**src/rtl/hbmc_ebuf_seq_if.sv**
```systemverilog
// Signal bundle between the HyperBus read path, the elastic buffer and the
// fabric consumer of the read-side sequencer hbmc_ebuf_seq.
//
// Handshake semantics: start is a single-cycle request that is only taken
// while busy is low; m_valid qualifies m_data on every cycle it is high,
// there is no ready/backpressure, so a consumer must take each valid word
// in the cycle it is presented; m_last marks the final word of a burst and
// done pulses for one cycle when the burst (normal or aborted) is finished.
interface hbmc_ebuf_seq_if #(
  parameter int DATA_WIDTH = 16,
  parameter int LEN_WIDTH  = 8
);
  logic                  start;
  logic [LEN_WIDTH-1:0]  len;
  logic                  abort;
  logic                  ebuf_arst;
  logic [DATA_WIDTH-1:0] ebuf_dout;
  logic [DATA_WIDTH-1:0] m_data;
  logic                  m_valid;
  logic                  m_last;
  logic                  busy;
  logic                  done;
  logic                  err;

  // Requester/consumer side: drives requests and buffer data.
  modport master (
    output start, len, abort, ebuf_dout,
    input  ebuf_arst, m_data, m_valid, m_last, busy, done, err
  );

  // Sequencer side.
  modport slave (
    input  start, len, abort, ebuf_dout,
    output ebuf_arst, m_data, m_valid, m_last, busy, done, err
  );
endinterface

```
**src/rtl/hbmc_ebuf_seq.sv**
```systemverilog
// Read-side sequencer for the HyperBus elastic buffer. For every read burst
// it resets the buffer, waits for the buffer pointers to settle, then
// streams exactly len words into the fabric domain and pulses done.
// Optional marker alignment is built when HBMC_EBUF_SEQ_ALIGN_EN is defined:
// words are then discarded until MARKER is seen (bounded by ALIGN_TIMEOUT).
module hbmc_ebuf_seq #(
  parameter int DATA_WIDTH    = 16,
  parameter int LEN_WIDTH     = 8,
  parameter int FLUSH_CYCLES  = 4,
`ifdef HBMC_EBUF_SEQ_ALIGN_EN
  parameter logic [DATA_WIDTH-1:0] MARKER = 16'hA55A,
  parameter int ALIGN_TIMEOUT = 16,
`endif
  parameter int SETTLE_CYCLES = 6
) (
  input  logic            clk,
  input  logic            rst,
  hbmc_ebuf_seq_if.slave  bus,
  output logic [2:0]      state_dbg
);

  localparam int CNT_MAX = (FLUSH_CYCLES > SETTLE_CYCLES) ? FLUSH_CYCLES : SETTLE_CYCLES;
  localparam int CNT_W   = $clog2(CNT_MAX + 1);
  localparam logic [CNT_W-1:0] FLUSH_LAST  = CNT_W'(FLUSH_CYCLES - 1);
  localparam logic [CNT_W-1:0] SETTLE_LAST = CNT_W'(SETTLE_CYCLES - 1);

  localparam logic [2:0] S_IDLE   = 3'd0;
  localparam logic [2:0] S_FLUSH  = 3'd1;
  localparam logic [2:0] S_SETTLE = 3'd2;
  localparam logic [2:0] S_STREAM = 3'd3;
  localparam logic [2:0] S_DONE   = 3'd4;
`ifdef HBMC_EBUF_SEQ_ALIGN_EN
  localparam logic [2:0] S_ALIGN  = 3'd5;
  localparam int ACNT_W = $clog2(ALIGN_TIMEOUT + 1);
  localparam logic [ACNT_W-1:0] ALIGN_LAST = ACNT_W'(ALIGN_TIMEOUT - 1);
`endif

  logic [2:0]            state;
  logic [CNT_W-1:0]      cnt;
  logic [LEN_WIDTH-1:0]  remaining;
  logic                  ebuf_arst_q;
  logic [DATA_WIDTH-1:0] m_data_q;
  logic                  m_valid_q;
  logic                  m_last_q;
  logic                  busy_q;
  logic                  done_q;
  logic                  err_q;
  logic                  abort_now;
`ifdef HBMC_EBUF_SEQ_ALIGN_EN
  logic [ACNT_W-1:0]     acnt;
`endif

  assign bus.ebuf_arst = ebuf_arst_q;
  assign bus.m_data    = m_data_q;
  assign bus.m_valid   = m_valid_q;
  assign bus.m_last    = m_last_q;
  assign bus.busy      = busy_q;
  assign bus.done      = done_q;
  assign bus.err       = err_q;
  assign state_dbg     = state;

  // Abort only has an effect while a burst is actively in flight.
  always_comb begin
    abort_now = 1'b0;
    if (bus.abort) begin
      abort_now = (state == S_FLUSH) || (state == S_SETTLE) || (state == S_STREAM);
`ifdef HBMC_EBUF_SEQ_ALIGN_EN
      if (state == S_ALIGN) abort_now = 1'b1;
`endif
    end
  end

  // Burst sequencing: flush, settle, optional align, stream, complete.
  always_ff @(posedge clk) begin
    if (rst) begin
      state       <= S_IDLE;
      cnt         <= '0;
      remaining   <= '0;
      ebuf_arst_q <= 1'b1;
      m_data_q    <= '0;
      m_valid_q   <= 1'b0;
      m_last_q    <= 1'b0;
      busy_q      <= 1'b0;
      done_q      <= 1'b0;
      err_q       <= 1'b0;
`ifdef HBMC_EBUF_SEQ_ALIGN_EN
      acnt        <= '0;
`endif
    end else begin
      done_q <= 1'b0;
      if (abort_now) begin
        // Abort wins over every in-flight step; the buffer is put back in reset.
        m_valid_q   <= 1'b0;
        m_last_q    <= 1'b0;
        ebuf_arst_q <= 1'b1;
        done_q      <= 1'b1;
        err_q       <= 1'b1;
        state       <= S_DONE;
      end else begin
        case (state)
          S_IDLE: begin
            ebuf_arst_q <= 1'b1;
            m_valid_q   <= 1'b0;
            m_last_q    <= 1'b0;
            if (bus.start) begin
              remaining <= bus.len;
              err_q     <= 1'b0;
              busy_q    <= 1'b1;
              cnt       <= '0;
              state     <= S_FLUSH;
            end
          end
          S_FLUSH: begin
            if (cnt == FLUSH_LAST) begin
              cnt         <= '0;
              ebuf_arst_q <= 1'b0;
              state       <= S_SETTLE;
            end else begin
              cnt <= cnt + 1'b1;
            end
          end
          S_SETTLE: begin
            if (cnt == SETTLE_LAST) begin
              cnt <= '0;
              if (remaining == '0) begin
                done_q <= 1'b1;
                state  <= S_DONE;
              end else begin
`ifdef HBMC_EBUF_SEQ_ALIGN_EN
                acnt  <= '0;
                state <= S_ALIGN;
`else
                state <= S_STREAM;
`endif
              end
            end else begin
              cnt <= cnt + 1'b1;
            end
          end
`ifdef HBMC_EBUF_SEQ_ALIGN_EN
          S_ALIGN: begin
            // The marker itself is swallowed; the word after it is the first output.
            if (bus.ebuf_dout == MARKER) begin
              state <= S_STREAM;
            end else if (acnt == ALIGN_LAST) begin
              err_q  <= 1'b1;
              done_q <= 1'b1;
              state  <= S_DONE;
            end else begin
              acnt <= acnt + 1'b1;
            end
          end
`endif
          S_STREAM: begin
            if (remaining != '0) begin
              m_data_q  <= bus.ebuf_dout;
              m_valid_q <= 1'b1;
              m_last_q  <= (remaining == LEN_WIDTH'(1));
              remaining <= remaining - 1'b1;
            end else begin
              m_valid_q <= 1'b0;
              m_last_q  <= 1'b0;
              done_q    <= 1'b1;
              state     <= S_DONE;
            end
          end
          S_DONE: begin
            busy_q      <= 1'b0;
            ebuf_arst_q <= 1'b1;
            state       <= S_IDLE;
          end
          default: begin
            state <= S_IDLE;
          end
        endcase
      end
      // A request while a burst is in flight is dropped but remembered.
      if (busy_q && bus.start) err_q <= 1'b1;
    end
  end

endmodule

```
**src/flat_wrapper.sv**
```systemverilog
// flat-port wrapper written by rule: the top's interface ports become plain ports
module hbmc_ebuf_seq_flat 
#(
  parameter int DATA_WIDTH    = 16,
  parameter int LEN_WIDTH     = 8,
  parameter int FLUSH_CYCLES  = 4,

  parameter int SETTLE_CYCLES = 6
)
  (clk, rst, state_dbg, bus_start, bus_len, bus_abort, bus_ebuf_dout, bus_ebuf_arst, bus_m_data, bus_m_valid, bus_m_last, bus_busy, bus_done, bus_err);
  hbmc_ebuf_seq_if #(.DATA_WIDTH(DATA_WIDTH), .LEN_WIDTH(LEN_WIDTH)) bus_i ();
  input  logic clk;
  input  logic rst;
  output logic [2:0] state_dbg;
  input wire logic [$bits(bus_i.start)-1:0] bus_start;
  input wire logic [$bits(bus_i.len)-1:0] bus_len;
  input wire logic [$bits(bus_i.abort)-1:0] bus_abort;
  input wire logic [$bits(bus_i.ebuf_dout)-1:0] bus_ebuf_dout;
  output wire logic [$bits(bus_i.ebuf_arst)-1:0] bus_ebuf_arst;
  output wire logic [$bits(bus_i.m_data)-1:0] bus_m_data;
  output wire logic [$bits(bus_i.m_valid)-1:0] bus_m_valid;
  output wire logic [$bits(bus_i.m_last)-1:0] bus_m_last;
  output wire logic [$bits(bus_i.busy)-1:0] bus_busy;
  output wire logic [$bits(bus_i.done)-1:0] bus_done;
  output wire logic [$bits(bus_i.err)-1:0] bus_err;
  assign bus_i.start = bus_start;
  assign bus_i.len = bus_len;
  assign bus_i.abort = bus_abort;
  assign bus_i.ebuf_dout = bus_ebuf_dout;
  assign bus_ebuf_arst = bus_i.ebuf_arst;
  assign bus_m_data = bus_i.m_data;
  assign bus_m_valid = bus_i.m_valid;
  assign bus_m_last = bus_i.m_last;
  assign bus_busy = bus_i.busy;
  assign bus_done = bus_i.done;
  assign bus_err = bus_i.err;
  hbmc_ebuf_seq #(.DATA_WIDTH(DATA_WIDTH), .LEN_WIDTH(LEN_WIDTH), .FLUSH_CYCLES(FLUSH_CYCLES), .SETTLE_CYCLES(SETTLE_CYCLES)) u_core (.clk(clk), .rst(rst), .bus(bus_i), .state_dbg(state_dbg));
endmodule
```
**config.mk**
```make
export PLATFORM = sky130hd
export DESIGN_NAME = hbmc_ebuf_seq_flat
export DESIGN_NICKNAME = d
export VERILOG_FILES = /design/src/rtl/hbmc_ebuf_seq_if.sv /design/src/rtl/hbmc_ebuf_seq.sv /design/src/flat_wrapper.sv
export SDC_FILE = /design/constraint.sdc
export NUM_CORES = 1
export LEC_CHECK = 0
export BUFFER_PORTS_ARGS = -buffer_cell sky130_fd_sc_hd__buf_4
export CAP_MARGIN = 20
export CORE_UTILIZATION = 30
export CTS_CLUSTER_DIAMETER = 30
export DETAILED_ROUTE_END_ITERATION = 8
export PLACE_DENSITY = 0.57
export REMOVE_ABC_BUFFERS = 1
export SLEW_MARGIN = 5
export SYNTH_ARGS = -nofsm -noshare
export SYNTH_HDL_FRONTEND = slang
export SYNTH_SLANG_ARGS = --single-unit
```
**constraint.sdc**
```tcl
create_clock -name clk -period 3.3 [get_ports clk]
set_clock_uncertainty 0.15 [all_clocks]
set_input_delay 0.33 -clock clk [delete_from_list [all_inputs] [get_ports clk]]
set_output_delay 0.33 -clock clk [all_outputs]
set_load 0.01 [all_outputs]
```
* After elaboration in Yosys (flattened, before gate mapping)
Cells that the tools add are included.
W data, S select, Z words.
** Word-level totals
- Memory bits (writable) :: 0
- Word-level logic and storage cells :: 84
- Latch bits :: 0
- Memories kept :: 0
- Bits in read-only memories :: 0
- Bits of input ports :: 28
- Register bits after elaboration :: 36
- Output and inout port bits :: 25
** Cells by class
- Reduce and logical (&&, ||, !) cells :: 22
- Multiplexer cells :: 32
- $mul :: 0
- Shifts and indexed selects :: 0
- Bitwise gates (word level) :: 1
- Div/mod/pow operators :: 0
- Equality and inequality tests :: 16
- Add/sub/neg operators :: 2
- Order comparisons :: 0
** Operator list (count)
- $mux W3 :: 9
- $mux W8 :: 2
- $pmux W8 S2 :: 1
- $mux W1 :: 13
- $ne A3 B2 Y1 const B :: 4
- $pmux W3 S4 :: 1
- $reduce_and A4 Y1 :: 3
- $ne A2 B2 Y1 const B :: 5
- $pmux W1 S2 :: 5
- $eq A3 B2 Y1 const B :: 3
- $pmux W3 S3 :: 1
- $reduce_and A3 Y1 :: 3
- $reduce_bool A3 Y1 :: 3
- $eq A8 B1 Y1 const B :: 1
- $logic_not A8 Y1 :: 1
- $reduce_bool A8 Y1 :: 1
- $sub A8 B1 Y8 const B :: 1
- $eq A3 B3 Y1 const B :: 2
- $reduce_bool A2 Y1 :: 3
- $reduce_and A2 Y1 :: 2
- $reduce_or A2 Y1 :: 2
- $add A3 B1 Y3 const B :: 1
- $eq A3 B1 Y1 const B :: 1
- $logic_not A3 Y1 :: 1
- 3 further kinds :: 4

* Longest topological paths before layout
- Word-level depth :: 6
- Mapped depth :: 7
- Gate-level depth less buffers :: 6

* Least setup slack after synthesis
OpenSTA, ideal clock, no wires.
- Path type :: flip-flop to flip-flop
- From :: register u_core.remaining[0]
- To :: register u_core.m_data_q[8], in the netlist u_core.bus.m_data[8]
- Path buffers :: 1
- Slack :: 1.280 ns
- Setup time :: 0.128 ns
- Cell stages (with the launch flop) :: 8
- Arrival :: 1.743 ns
- Required time :: 3.022 ns
- Clock period less this slack :: 2.020 ns
- Path through :: dfxtp_1 inv_1 ha_1 nor3b_1 a21oi_2 buf_4 mux2i_1 nor2_1
** Between the ends
- Cells in the longest elaborated chain, start to end :: 2
** RTL lines
- start: declaration :: RTL line hbmc_ebuf_seq.sv:40 : logic [LEN_WIDTH-1:0] remaining;
- start signal: assignment :: RTL line hbmc_ebuf_seq.sv:106 : remaining <= bus.len;
- start signal: assignment :: RTL line hbmc_ebuf_seq.sv:159 : remaining <= remaining - 1'b1;
- $reduce_bool A8 Y1 :: RTL line hbmc_ebuf_seq.sv:155 : if (remaining != '0) begin
- $reduce_and A3 Y1 (no source line)
- end signal: assignment :: RTL line hbmc_ebuf_seq.sv:156 : m_data_q <= bus.ebuf_dout;
- end: declaration :: RTL line hbmc_ebuf_seq.sv:42 : logic [DATA_WIDTH-1:0] m_data_q;
No other way between the ends.
A chain may end at the register's enable or synchronous reset.

* Worst setup path after layout
- From :: register u_core.state[1], in the netlist u_core.state_dbg[1]
- To :: register u_core.remaining[3]
** Between the ends
- Cells in the longest elaborated chain, start to end :: 6
- Elaborated cells between the ends (all ways) :: 13
- Classes of those cells :: eq/ne: 5; mux: 2; bitwise: 1; reduce/logical: 5
** RTL lines
- start: declaration :: RTL line hbmc_ebuf_seq.sv:38 : logic [2:0] state;
- start signal: assignment :: RTL line hbmc_ebuf_seq.sv:76 : state <= S_IDLE;
- start signal: assignment :: RTL line hbmc_ebuf_seq.sv:98 : state <= S_DONE;
- start signal: assignment :: RTL line hbmc_ebuf_seq.sv:110 : state <= S_FLUSH;
- $eq A3 B1 Y1 / $eq A3 B2 Y1 (equally long branches) :: RTL line hbmc_ebuf_seq.sv:66 : abort_now = (state == S_FLUSH) || (state == S_SETTLE) || (state == S_STREAM);
- $logic_or A1 B1 Y1 (2 in series) :: RTL line hbmc_ebuf_seq.sv:66
- $mux W1 :: RTL line hbmc_ebuf_seq.sv:65 : if (bus.abort) begin
- $not A1 Y1 (no source line)
- $reduce_and A4 Y1 (no source line)
Parallel ways exist; a longest one is shown, timed or not.

==> impl_metrics.yaml <==
cts:
  cts_tree: "done"
  htree_levels: 2
  cts-root-buf: "clkbuf_8"
  cts_setup_buffers: 0
  clk_latency_ps: 280
  postCtsResizedCells: 0
  clkSinkCount: 36
  cts_buffer_depth: 2
  cts-hold-fix-buffers: 0
  cts_buffers: 5
  clk_pin_slew_ps: 70
power:
  pwr-share-seq_pct: 52.8
  pwr-share-clk_pct: 32.7
  switchingPower_mw: 0.229
  p_leak_nw: 0.926
  intPower_mw: 0.650
  power_density_nw_per_um2: 377
  p_comb_share_pct: 14.5
  p_sw_share_pct: 26.0
  vdd.ir_drop.worst_uv: 173
grt:
  grt_usage_pct: 14.3
  grt.overflow.total: 0
  antenna_found_initial: 0
  grt_pass1_wl_um: 7120
  grt_pass1_vias: 1569
  grt_max_degree: 34
cells_and_area:
  seqCellArea_um2: 721
  nets: 291
  multi_input_area_um2: 1010
  antenna_cells: 0
  drive_gt1_share_pct: 27.2
  final_common_cell: "buf_4"
  final_cell_mix: "52 x buf_4, 36 x dfxtp_1, 27 x nor2_1, 18 x mux2i_1, 15 x a21oi_1"
  areaGrowthSynthToFinish_pct: 29.4
  fill_cells: 601
  stdcell_count: 329
detailed_routing:
  wl_per_cell_um: 13.3
  drt-pass1-iter-count: 4
  drt_drc_violations_left: 0
  viasPerCell: 4.94
  wl_um: 4370
  vias: 1626
  drt_iter0_markers: 61
  ant_nets: 0
setup_path:
  worstPathRequired_ps: 3330
  critical-path-top-delay-family: "simple AND/OR/NAND/NOR gates"
  cp_slowest_stage_delay_ps: 660
  worstPathCellList: "nand3b_1 -> nor3_2 -> nor3_1 -> o21ba_2"
  critical_path_class: "register to register"
  cp_slowest_cell: "dfxtp_1"
  worstPathArrival_ps: 2390
  critPathMaxFanout: 19
  startpoint_type: "register"
  path_buf_inv: 0
  cp-end-kind: "register"
  rrSetupSlack_ps: 940
placement:
  placed_cells: 322
  gp_congestion: 0.807
  dp_hpwl_um: 3150
  io_buffers: 52
hold_path:
  hold_class: "input pin to register"
floorplan:
  io-pin-count: 53
  fp.dieW_um: 79.5
  core_um2: 5640
  fp.dieH_um: 79.5
  row_count: 27
  start_util_pct: 31.9
  die_area_um2: 6320
sta:
  slew_violations: 0
  period_share_pct: 71.5
  finalSetupViolCount: 0
  worst_slew_pin_slew_ps: 875
  fmax_ghz: 0.424
  totalNegativeSetupSlack_ps: 0
  period_needed_ps: 2360
  hold_viol_final: 0
  rsz0062_at_grt: "false"
  relSlewSlack_pct: 41.1
synth:
  syn_inst: 207
  yosysSeqAreaShare_pct: 40.0
  yosys-top-cells-area: "dfxtp_1 40%, mux2i_1 10%, nor2_1 5.6%"
  ys_types: 45
  syn_avg_cell_area_um2: 8.70
  synth.ff_latch_count: 36
  yosysTopAreaCell: "dfxtp_1"
  syn_area_um2: 1800
  synth_top_area_share_pct: 40.0
  ys_warn_count: 0
flow_run:
  max_cap_viol_count: 0
outcome:
  outcome: "finished clean"
## final cells by class
cell class | count | area share, %
Sequential cell | 36 | 30.9
Timing Repair Buffer | 53 | 17.4
Inverter | 8 | 1.29
Clock buffer | 6 | 3.11
Multi-Input combinational cell | 153 | 43.2
Tap cell | 72 | 3.86
Clock inverter | 1 | 0.215
## worst min-delay path, cell delays in order
cell and delay, ps:
buf_4 70, mux2i_1 50, nor2_1 70
## state kept, by name, indices dropped and copies added (netlist names)
signal / flops
u_core.bus.m_data: 16
u_core.remaining: 8
u_core.cnt: 3
u_core.state_dbg: 3
u_core.bus.busy: 1
u_core.bus.done: 1
u_core.bus.ebuf_arst: 1
u_core.bus.err: 1
u_core.bus.m_last: 1
u_core.bus.m_valid: 1
## worst paths after layout
kind / start / endpoint / depth (start not counted)
worst max register to register: u_core.state_dbg[1]$_SDFFE_PP0P_ / u_core.remaining[3]$_SDFFE_PP0P_ / 4
worst min-delay path: bus_ebuf_dout[11] / u_core.bus.m_data[11]$_SDFFE_PP0P_ / 3
worst min register to register: u_core.bus.m_last$_SDFFE_PP0P_ / u_core.bus.m_last$_SDFFE_PP0P_ / 2
worst max-delay path: u_core.state_dbg[1]$_SDFFE_PP0P_ / u_core.remaining[3]$_SDFFE_PP0P_ / 4
## power groups by stage
| stage | Combinational [mW] | Clock (mW) | Sequential, mW |
|---|---|---|---|
| global route | 0.141 | 0.318 | 0.467 |
| CTS | 0.127 | 0.302 | 0.464 |
| floorplan | 0.0699 | 0 | 0.471 |
| global placement | 0.127 | 0 | 0.475 |
| finish | 0.127 | 0.288 | 0.464 |
| detailed placement | 0.127 | 0 | 0.474 |
## metrics by stage
step	util (%)	hold slack, ps	total power [mW]	area [um2]	setup slack, ps
5_1_grt	41.3	146	0.926	2330	695
4_1_cts	41.3	130	0.894	2330	949
3_5_place_dp	40.0	315	0.601	2250	949
6_report	41.3	138	0.879	2330	940
2_1_floorplan	-	249	0.541	1760	1190
3_3_place_gp	39.7	310	0.602	2240	829
## routing by layer
metal / wire length [um] / up-vias / global-route usage (%)
met5: 0 / - / 0
li1: - / 838 / -
met2: 2030 / 46 / 23.5
met3: 268 / 2 / 3.77
met4: 25 / 0 / 3.82
met1: 2050 / 740 / 18.2
## cell usage after synthesis (all sizes together)
cell type and count:
or4b 1, nand3 3, a21boi 1, nor3 6, nor4 2, clkbuf 7
or2 1, a31oi 3, a41oi 1, nand3b 2, ha 6, nor2 27
and3b 1, o21ai 8, o2111a 1, nor3b 1, nand4bb 1, a21oi 16
nand2b 1, mux2 1, nand2 14, o21ba 2, o311ai 1, o211ai 1
mux2i 18, dfxtp 36, a22o 1, o31ai 3, buf 3, or3b 3
nor2b 7, a211o 2, or4 2, a21o 1, o21bai 1, and2 2
a211oi 6, o211a 1, inv 8, nand4 4, a31o 1
## logic make-up after synthesis
| logic type | synth area share, % |
|---|---|
| AO/OA/AOI/OAI | 18.5 |
| multiplexers | 10.6 |
| buffers and inverters | 4.03 |
| flip-flops | 40.0 |
| AND/OR/NAND/NOR | 22.6 |
| adder cells (fa/ha/maj) | 4.17 |
(Power assumes the default switching activity.)
